$ cat src/rtl/mpsoc_noc_switch_allocator.sv
// Per-output-port switch allocator: packet-granular round-robin arbitration
// over CHANNELS requesters feeding a single-entry output register.
module mpsoc_noc_switch_allocator #(
  parameter int FLIT_WIDTH = 32,
  parameter int CHANNELS   = 7
) (
  input  logic                                 clk,
  input  logic                                 rst,
  input  logic [CHANNELS-1:0][FLIT_WIDTH-1:0]  in_flit,
  input  logic [CHANNELS-1:0]                  in_last,
  input  logic [CHANNELS-1:0]                  in_valid,
  output logic [CHANNELS-1:0]                  in_ready,
  output logic [FLIT_WIDTH-1:0]                out_flit,
  output logic                                 out_last,
  output logic                                 out_valid,
  input  logic                                 out_ready,
  output logic [CHANNELS-1:0]                  grant,
  output logic                                 locked
);

  localparam int IDXW = (CHANNELS > 1) ? $clog2(CHANNELS) : 1;

  typedef enum logic {
    S_IDLE   = 1'b0,
    S_LOCKED = 1'b1
  } state_t;

  function automatic logic [CHANNELS-1:0] onehot(input logic [IDXW-1:0] idx);
    logic [CHANNELS-1:0] v;
    v      = '0;
    v[idx] = 1'b1;
    return v;
  endfunction

  state_t                  r_state;
  logic [IDXW-1:0]         r_ptr;
  logic [IDXW-1:0]         r_owner;
  logic [CHANNELS-1:0]     r_grant;
  logic [FLIT_WIDTH-1:0]   r_out_flit;
  logic                    r_out_last;
  logic                    r_out_valid;

  logic [IDXW:0]           w_idx;
  logic [IDXW-1:0]         w_cand;
  logic                    w_found;
  logic                    w_hit;
  logic [IDXW-1:0]         w_sel;
  logic                    w_elig;
  logic                    w_load;
  logic [CHANNELS-1:0]     w_ready;
  logic                    w_xfer;
  logic [FLIT_WIDTH-1:0]   w_sel_flit;
  logic                    w_sel_last;

  // Round-robin search from ptr+1; the wide index keeps the wrap in range for any CHANNELS.
  always_comb begin
    w_idx   = '0;
    w_cand  = '0;
    w_found = 1'b0;
    w_hit   = 1'b0;
    for (int k = 1; k <= CHANNELS; k++) begin
      w_idx   = {1'b0, r_ptr} + (IDXW+1)'(k);
      w_idx   = (w_idx >= (IDXW+1)'(CHANNELS)) ? (w_idx - (IDXW+1)'(CHANNELS)) : w_idx;
      w_hit   = !w_found && in_valid[w_idx[IDXW-1:0]];
      w_cand  = w_hit ? w_idx[IDXW-1:0] : w_cand;
      w_found = w_found | w_hit;
    end
  end

  // Handshake: only the owner (LOCKED) or the candidate (IDLE) may see ready.
  always_comb begin
    w_load = !r_out_valid || out_ready;
    if (r_state == S_LOCKED) begin
      w_sel  = r_owner;
      w_elig = 1'b1;
    end else begin
      w_sel  = w_cand;
      w_elig = w_found;
    end
    w_ready    = (w_load && w_elig && rst) ? onehot(w_sel) : {CHANNELS{1'b0}};
    w_xfer     = |(in_valid & w_ready);
    w_sel_flit = in_flit[w_sel];
    w_sel_last = in_last[w_sel];
  end

  // Arbitration FSM with round-robin pointer, owner and registered grant.
  always_ff @(posedge clk or negedge rst) begin
    if (!rst) begin
      r_state <= S_IDLE;
      r_ptr   <= IDXW'(CHANNELS-1);
      r_owner <= '0;
      r_grant <= '0;
    end else begin
      case (r_state)
        S_IDLE: begin
          if (w_xfer) begin
            if (w_sel_last) begin
              r_ptr <= w_sel;
            end else begin
              r_state <= S_LOCKED;
              r_owner <= w_sel;
              r_grant <= onehot(w_sel);
            end
          end
        end
        S_LOCKED: begin
          if (w_xfer && w_sel_last) begin
            r_state <= S_IDLE;
            r_ptr   <= r_owner;
            r_grant <= '0;
          end
        end
        default: begin
          r_state <= S_IDLE;
          r_grant <= '0;
        end
      endcase
    end
  end

  // Single-entry output pipeline register.
  always_ff @(posedge clk or negedge rst) begin
    if (!rst) begin
      r_out_flit  <= '0;
      r_out_last  <= 1'b0;
      r_out_valid <= 1'b0;
    end else begin
      if (w_xfer) begin
        r_out_flit  <= w_sel_flit;
        r_out_last  <= w_sel_last;
        r_out_valid <= 1'b1;
      end else if (r_out_valid && out_ready) begin
        r_out_valid <= 1'b0;
      end
    end
  end

  assign in_ready  = w_ready;
  assign out_flit  = r_out_flit;
  assign out_last  = r_out_last;
  assign out_valid = r_out_valid;
  assign grant     = r_grant;
  assign locked    = (r_state == S_LOCKED);

endmodule

$ cat config.mk
export PLATFORM = sky130hd
export DESIGN_NAME = mpsoc_noc_switch_allocator
export DESIGN_NICKNAME = d
export VERILOG_FILES = /design/src/rtl/mpsoc_noc_switch_allocator.sv
export SDC_FILE = /design/constraint.sdc
export NUM_CORES = 1
export LEC_CHECK = 0
export BUFFER_PORTS_ARGS = -buffer_cell sky130_fd_sc_hd__buf_2
export CAP_MARGIN = 20
export CELL_PAD_IN_SITES_DETAIL_PLACEMENT = 1
export CELL_PAD_IN_SITES_GLOBAL_PLACEMENT = 1
export CORE_MARGIN = 2
export CORE_UTILIZATION = 36
export DETAILED_ROUTE_END_ITERATION = 7
export PLACE_DENSITY_LB_ADDON = 0.25
export SYNTH_ARGS = -nofsm -noshare
export SYNTH_HDL_FRONTEND = slang
export SYNTH_SLANG_ARGS = --single-unit
$ cat constraint.sdc
create_clock -name clk -period 9.3 [get_ports clk]
set_input_delay 0 -clock clk [delete_from_list [all_inputs] [get_ports clk]]
set_output_delay 0 -clock clk [all_outputs]
set_load 0.01 [all_outputs]
==> flow_summary.yaml, run 1 <==
run_status:
  status: "finished, final reports clean"
layout:
  design_area_um2: 7810
  nets: 1225
  drive_gt1_frac: 0.372
  mostFrequentLayoutCell: "buf_2"
  syn2layout_area_growth_pct: 30.0
  fillCellCount: 2106
  layout_common_cells: "buf_2, mux2i_1, nor2_1"
clocking:
  clk_path_buf_depth: 2
  cts_setup_buffers: 0
  htreeDepth: 2
  clock_latency_ps: 300
  tritoncts: "built"
  hold_buffers: 2
  cts_sinks: 48
  cts.clk_slew.worst_paths_ps: 70
  cts-root-buf: "clkbuf_16"
  cts_buffers: 5
  post_cts_resized: 0
die:
  die_area_um2: 17700
  ios: 290
  chipHeight_um: 133
  design.core.area_um2: 16500
  die_w_um: 133
  start_util: 0.365
  num_rows: 47
critical_path:
  crit_top_cell: "mux2_2"
  max_stage_delay_ps: 820
  crit_fanout: 42
  required_ps: 9490
  startpoint_type: "flip-flop"
  crit_arrival_ps: 6430
  critical_path.endpoint_type: "flip-flop"
  r2r_start: "r_ptr[1]"
  worstSetupPathType: "reg2reg"
  cp_cell_sequence: "inv_1 -> ha_1 -> mux2_2 -> and3_1 -> o31ai_2 -> o211ai_2 -> or2_1 -> a221oi_1 -> o32a_1 -> nand2_1 -> o21ai_4 -> a222oi_1 -> o21a_2 -> buf_4 -> nor3_2 -> mux2_2"
  worstSetupStartpoint: "r_ptr[1]"
  cp_slowest_cell: "o21ai_4"
worst_hold_path:
  min_from: "in_last[1]"
  hold_class: "in2reg"
global_routing:
  grt_pass1_vias: 7604
  grt.total_usage: 0.302
  grt_remaining_overflow: 0
  grt_max_degree: 50
  grt_pass1_wl_mm: 42.4
  antenna_found_initial: 6
sta:
  setup_viol: 0
  slew_headroom: 0.301
  hold-worst-slack_ps: 68.9
  tightest_slew_ps: 1050
  finalHoldViolCount: 0
  slew_viol_final: 0
  clock_skew_ps: 3.10
  fin_setup_tns_ps: 0
  rsz0062_at_grt: "no"
  post-route-period-util: 0.671
  clock.fmax_mhz: 160
  fin_crit_ps: 6240
synthesis:
  ys_warn_count: 0
  synth_edf_count: 0
  synth_fp_nets: 973
  synth_top_area_frac: 0.192
  async_reset_ff_frac: 1.00
  synth-main-ff-cell: "dfrtp_1"
  synth_cells: 719
  ys_seq_elements: 48
  synth_top_cell_by_area: "dfrtp_1"
  avgSynthCellArea_um2: 8.36
  yosys.cell_types.count: 94
  ys_seq_area_frac: 0.200
  synth_area_leaders: "dfrtp_1, mux2i_1, mux2_1"
  synth_area_um2: 6010
route:
  drt-pass1-iter-count: 7
  drc: 0
  routed_wl_mm: 26.8
  drtIter0Drc: 420
  vias: 7128
  vias_per_cell: 5.95
  routedWlPerCell_um: 22.4
  antenna_left: 0
placed_design:
  place_area_um2: 7600
  gp_congestion: 0.891
  hpwl_mm: 20.7
  port_buffers: 289
job:
  maxCapViolCount: 0
-- metrics by stage --
| step | setup WS, ps | cells | util |
|---|---|---|---|
| after floorplan | 4470 | 719 | - |
| after global placement | 3270 | 1182 | 0.462 |
| after detailed placement | 3150 | 1182 | 0.462 |
| after CTS | 3150 | 1192 | 0.474 |
| after global routing | 2640 | 1195 | 0.474 |
| final | 3060 | 1197 | 0.474 |
-- sequential cells by signal, indices dropped and copies added, names as in the netlist, named ones only --
| name | cells |
|---|---|
| out_valid | 1 |
| r_ptr | 3 |
| out_flit | 32 |
| r_owner | 3 |
| grant | 7 |
| out_last | 1 |
-- cell families after synthesis --
family | Yosys count | share of synthesized area
buffers and inverters | 81 | 0.0620
adders and majority gates | 13 | 0.0283
muxes | 125 | 0.218
xor gates and xnor gates | 9 | 0.0156
DFF | 48 | 0.200
and+or+nand+nor | 205 | 0.168
AOI/OAI and AO/OA | 238 | 0.308
-- worst paths after layout --
check,endpoint,slack (ps),cells past startpoint
worst max register to register,r_owner[2],3060,16
min in group asynchronous,grant[0],340,3
worst max-delay path,r_owner[2],3060,16
max in group asynchronous,r_ptr[0],8490,3
worst min-delay path,grant[1],70,4
worst min register to register,out_flit[5],490,1
-- metal layers --
layer  up-vias  track usage  part of all wire  wire [um]
met5         -            0           0.00048         13
met4         2        0.112             0.035        945
met3        57       0.0601             0.066       1760
met2       272        0.531              0.50      13500
met1      3501        0.367              0.39      10600
li1       3296            -                 -          -
-- layout make-up --
class | count | area [um2] | area share
diodes | 5 | 12.5 | 0.00160
clock buffers | 6 | 139 | 0.0178
clock inverters | 2 | 38.8 | 0.00497
inverters | 21 | 78.8 | 0.0101
multi-input cells | 590 | 4490 | 0.575
flip-flops and latches | 48 | 1200 | 0.154
well taps | 220 | 275 | 0.0352
repair buffers | 305 | 1570 | 0.201
-- worst max-delay path: cells and delay by family (launching register included) --
family	cells	cell delay (ps)
mux	2	750
fa+ha+maj	1	530
flops	1	740
compound gates	7	2570
buf+inv	2	560
simple gates	4	950
-- cells in the mapped netlist, types with 6 or more instances --
cell type,count
ha_1,12
xnor2_1,6
a21o_1,7
dfrtp_1,46
nand2b_1,8
nand2_1,53
clkbuf_1,33
and2_1,7
a211oi_1,43
o21ai_0,15
a221oi_1,34
buf_4,6
nand3_1,12
nor3_1,10
mux2_2,16
inv_1,19
buf_2,13
mux2i_1,80
o22ai_1,35
nor2_1,65
a21oi_1,19
nor2b_1,10
mux2_1,29
o21ai_1,9
Power of run 1 is not shown: default switching activity piles up to over one toggle a cycle in this logic, so the estimate is an artifact.
==> run 2: changes to the inputs <==
- ABC_AREA: unset -> 1
- CORE_UTILIZATION: 36 -> 29
- clock period: 9.3 -> 6 ns (I/O delays scaled with it)
==> flow_summary.yaml, run 2 <==
run_status:
  status: "finished, final reports clean"
layout:
  multi_input_area_um2: 3540
  fillCellCount: 2488
  register_area_um2: 1200
  mostFrequentLayoutCell: "nand2_1"
  largest_reg_flops: 32
  syn2layout_area_growth_pct: 33.8
  design_area_um2: 7030
  drive_gt1_frac: 0.311
  layout_common_cells: "nand2_1, buf_2, nand3_1"
  nets: 1401
global_routing:
  grt.total_usage: 0.247
  gr-usage-met2: 0.420
  grt_max_degree: 61
  grt_use_met1: 0.329
  grt_pass1_wl_mm: 38.1
  antenna_found_initial: 0
  grtUsageMet3: 0.0397
  grt_remaining_overflow: 0
  busiest_layer: "met2"
  grt_pass1_vias: 6938
route:
  drc: 0
  antenna_left: 0
  vias_per_cell: 4.96
  routed_wl_mm: 24.1
  vias: 6829
  drtIter0Drc: 353
  drt-pass1-iter-count: 5
  routedWlPerCell_um: 17.5
critical_path:
  worstSetupPathType: "reg2reg"
  worst-r2r-cell-count: 30
  required_ps: 6220
  r2r_slack_ps: 980
  max_stage_delay_ps: 480
  crit_arrival_ps: 5240
  crit_top_cell: "nand2_1"
  startpoint_type: "flip-flop"
  critical_path.endpoint_type: "flip-flop"
  crit_fanout: 36
  cp_slowest_cell: "dfrtp_1"
synthesis:
  synthMostInstantiatedCell: "nand2_1"
  synth_fp_nets: 1137
  synth_top_area_frac: 0.259
  synth_edf_count: 0
  async_reset_ff_frac: 1.00
  ys_seq_elements: 48
  synth_top_cell_by_area: "nand2_1"
  ys_seq_area_frac: 0.229
  ys_warn_count: 0
  synth_area_um2: 5260
  synth_common_cells: "nand2_1, nand3_1, inv_1, o21ai_0, nand4_1"
  avgSynthCellArea_um2: 5.95
  synth_area_leaders: "nand2_1, dfrtp_1, nand3_1"
  yosys.cell_types.count: 42
  synth-main-ff-cell: "dfrtp_1"
  synth_cells: 883
clocking:
  htreeDepth: 2
  cts-root-buf: "clkbuf_16"
  cts_buffers: 5
  cts_sinks: 48
  post_cts_resized: 0
  cts_setup_buffers: 0
  tritoncts: "built"
  clk_path_buf_depth: 2
  cts.clk_slew.worst_paths_ps: 60
  clock_latency_ps: 300
placed_design:
  port_buffers: 289
  hpwl_mm: 19.4
  gp_congestion: 0.928
  place_area_um2: 6840
sta:
  setup_viol: 0
  slew_headroom: 0.534
  fin_setup_tns_ps: 0
  finalHoldViolCount: 0
  slew_viol_final: 0
  rsz0062_at_grt: "no"
  tightest_slew_ps: 700
  clock_skew_ps: 12.8
  clock.fmax_mhz: 199
  post-route-period-util: 0.837
  fin_crit_ps: 5020
worst_hold_path:
  hold_class: "in2reg"
  whs_path_depth: 4
die:
  die_area_um2: 19200
  start_util: 0.295
  num_rows: 49
  ios: 290
  design.core.area_um2: 17800
  chipHeight_um: 139
  die_w_um: 139
job:
  maxCapViolCount: 0
-- run 2: changes by cell type after synthesis, moves of 33 or more --
cell      change
a211oi_1     -43
a221oi_1     -34
inv_1        +43
mux2i_1      -80
nand2_1     +309
nand3_1      +82
nand4_1      +44
nor2_1       -41
o21ai_0      +37
o21ai_1      +34
o22ai_1      -33
-- run 2: metal layers --
| layer | vias up | share of wire |
|---|---|---|
| met5 | - | 0 |
| met3 | 18 | 0.052 |
| met2 | 190 | 0.48 |
| met4 | 0 | 0.019 |
| li1 | 3451 | - |
| met1 | 3170 | 0.44 |
-- run 2: layout make-up --
type                            instances  area share
Tap cell                              229      0.0408
Clock inverter                          2     0.00552
Multi-Input combinational cell        720       0.504
Antenna cell                            1    0.000356
Inverter                               71      0.0381
Timing Repair Buffer                  301       0.221
Clock buffer                            6      0.0198
Sequential cell                        48       0.171
-- run 2: repair_timing --
item / CTS / global route
setup endpoints to repair: 0 / 0
endpoints found under the hold margin: 46 / 0
hold buffers: 1 / 0
-- run 2: through the flow --
stage	setup WS [ps]	util	std cells	hold slack, ps
detailed placement	950	0.383	1368	157
global route	324	0.394	1377	82.1
CTS	946	0.394	1377	46.7
finish	978	0.394	1378	56.5
global placement	1130	0.383	1368	157
floorplan	2290	-	883	-296
-- run 2: path summary, 6_finish.rpt --
path                           start           end
min in group asynchronous        rst    r_owner[0]
max in group asynchronous        rst      r_ptr[0]
min                        out_ready     out_valid
max reg2reg                 r_ptr[0]  out_flit[28]
max                         r_ptr[0]  out_flit[28]
min reg2reg                 out_last      out_last
-- run 2: worst max-delay path: cells and delay by family (launching register included) --
kind                       cells  cell delay, ps
and+or+nand+nor               21            2490
buffers and inverters          5            1110
adders and majority gates      2             650
DFF                            1             480
AOI/OAI and AO/OA              2             170
-- run 2: cells by family (layout without fill, tap and decap cells) --
logic type / Yosys count / count (layout) / synth area share
simple gates: 569 / 569 / 0.481
other cells: 0 / 1 / 0
compound gates: 136 / 136 / 0.154
buf+inv: 115 / 380 / 0.100
fa+ha+maj: 13 / 13 / 0.0324
flops: 48 / 48 / 0.229
xor+xnor: 2 / 2 / 0.00333
Power of run 2 is left out for the same reason.
==> run 3: changes to the inputs <==
- ABC_AREA: 1 -> 0
- CORE_UTILIZATION: 29 -> 30
- clock period: 6 -> 4.2 ns (I/O delays scaled with it)
==> flow_summary.yaml, run 3 (same netlist as run 1, synthesis figures left out) <==
run_status:
  status: "finished with violations"
  violations: "setup timing"
route:
  vias_per_cell: 5.81
  drt-pass1-iter-count: 5
  drtIter0Drc: 477
  routedWlPerCell_um: 26.0
  routed_wl_mm: 37.7
  vias: 8436
  antenna_left: 0
  drc: 0
sta:
  tightest_slew_ps: 715
  post-route-period-util: 1.13
  clock_skew_ps: 14.1
  rsz0062_at_grt: "yes"
  fin_crit_ps: 4760
  setup_viol: 54
  slew_headroom: 0.523
  slew_viol_final: 0
  clock.fmax_mhz: 210
  fin_ws_ps: -561
  finalHoldViolCount: 0
die:
  die_w_um: 146
  chipHeight_um: 146
  num_rows: 51
  ios: 290
  die_area_um2: 21200
  design.core.area_um2: 19600
  start_util: 0.307
clocking:
  clk_path_buf_depth: 2
  htreeDepth: 2
  cts_sinks: 48
  cts.clk_slew.worst_paths_ps: 80
  cts_buffers: 5
  cts-root-buf: "clkbuf_16"
  tritoncts: "built"
  clock_latency_ps: 310
critical_path:
  worstSetupPathType: "reg2reg"
  max_stage_delay_ps: 560
  crit_arrival_ps: 4950
  startpoint_type: "flip-flop"
  cp_slowest_cell: "dfstp_2"
  critical_path.endpoint_type: "flip-flop"
  cp_cell_sequence: "buf_6 -> inv_8 -> ha_4 -> mux2_4 -> and3_4 -> o31ai_4 -> o211ai_4 -> buf_4 -> buf_6 -> a211oi_2 -> mux2_4 -> o22ai_4 -> a211oi_4 -> buf_12 -> a2111oi_4 -> a311oi_4 -> o21a_4 -> buf_12 -> buf_16 -> mux2_4"
  r2r_slack_ps: -560
  crit_fanout: 8
  required_ps: 4390
  crit_top_cell: "mux2_4"
global_routing:
  grt_max_degree: 49
  grt_remaining_overflow: 0
  grt_pass1_vias: 8843
  busiest_layer: "met2"
  antenna_found_initial: 10
  grt_use_met1: 0.395
  grtUsageMet3: 0.0740
  gr-usage-met2: 0.568
  grt_pass1_wl_mm: 53.9
  grt.total_usage: 0.330
layout:
  largest_reg_flops: 32
  fin_util: 0.552
  drive_gt1_frac: 0.598
  syn2layout_area_growth_pct: 79.9
  fillCellCount: 2356
  nets: 1433
  mostFrequentLayoutCell: "buf_2"
  layout_common_cells: "buf_2, buf_4, mux2i_1"
placed_design:
  port_buffers: 289
  hpwl_mm: 26.4
  gp_congestion: 0.973
job:
  maxCapViolCount: 0
worst_hold_path:
  hold_class: "in2reg"
[run 3: changes by cell type in the layout (fill, tap and decap cells not counted), sizes merged, moves of 47 or more]
cell / previous run / this run
buf: 300 / 509
inv: 69 / 22
mux2i: 0 / 80
nand2: 378 / 53
nand3: 99 / 12
o21ai: 98 / 25
[run 3: routing by layer]
metal / vias up / part of all wire
met5: - / 0.00056
met4: 4 / 0.042
met3: 107 / 0.074
met2: 431 / 0.50
met1: 4169 / 0.39
li1: 3725 / -
[run 3: final timing paths]
check,depth (start not counted),from,endpoint
max reg2reg,20,r_ptr[1],out_flit[31]
min in group asynchronous,3,rst,out_valid
max in group asynchronous,3,rst,r_ptr[0]
min,3,out_ready,out_valid
min reg2reg,1,out_flit[16],out_flit[16]
max,20,r_ptr[1],out_flit[31]
[run 3: area by class of cell]
cell class / count / area, um2 / area share
inverters: 21 / 93.8 / 0.00868
clock buffers: 6 / 139 / 0.0128
diodes: 7 / 17.5 / 0.00162
well taps: 265 / 332 / 0.0307
repair buffers: 512 / 3570 / 0.330
clock inverters: 2 / 13.8 / 0.00127
multi-input cells: 591 / 5450 / 0.504
flip-flops and latches: 48 / 1200 / 0.111
[run 3: stage by stage]
stage / setup TNS, ps / std cells / hold WS [ps] / instance area (um2) / setup WS (ps)
3_5_place_dp: -19970 / 1372 / 223 / 9170 / -540
6_report: -25000 / 1452 / 42.9 / 10800 / -561
4_1_cts: -16120 / 1429 / 43.7 / 10400 / -363
3_3_place_gp: -16580 / 1372 / 211 / 9170 / -500
2_1_floorplan: -3360 / 719 / -296 / 6320 / -117
5_1_grt: -34680 / 1451 / 72.8 / 10800 / -733
[run 3: timing repair]
item,in CTS,in global routing
endpoints found under the setup margin,54,54
hold buffers,1,0
gates resized for setup,152,38
pin swaps,43,20
buffers inserted,42,16
endpoints found under the hold margin,46,0
cloned,6,2
[run 3: worst max-delay path, delay by kind of cell (launching register included)]
kind | cells | cell delay [ps]
muxes | 3 | 810
buffers and inverters | 7 | 920
adders and majority gates | 1 | 290
and+or+nand+nor | 1 | 190
AOI/OAI and AO/OA | 8 | 1850
DFF | 1 | 560
Power of run 3 is left out for the same reason.
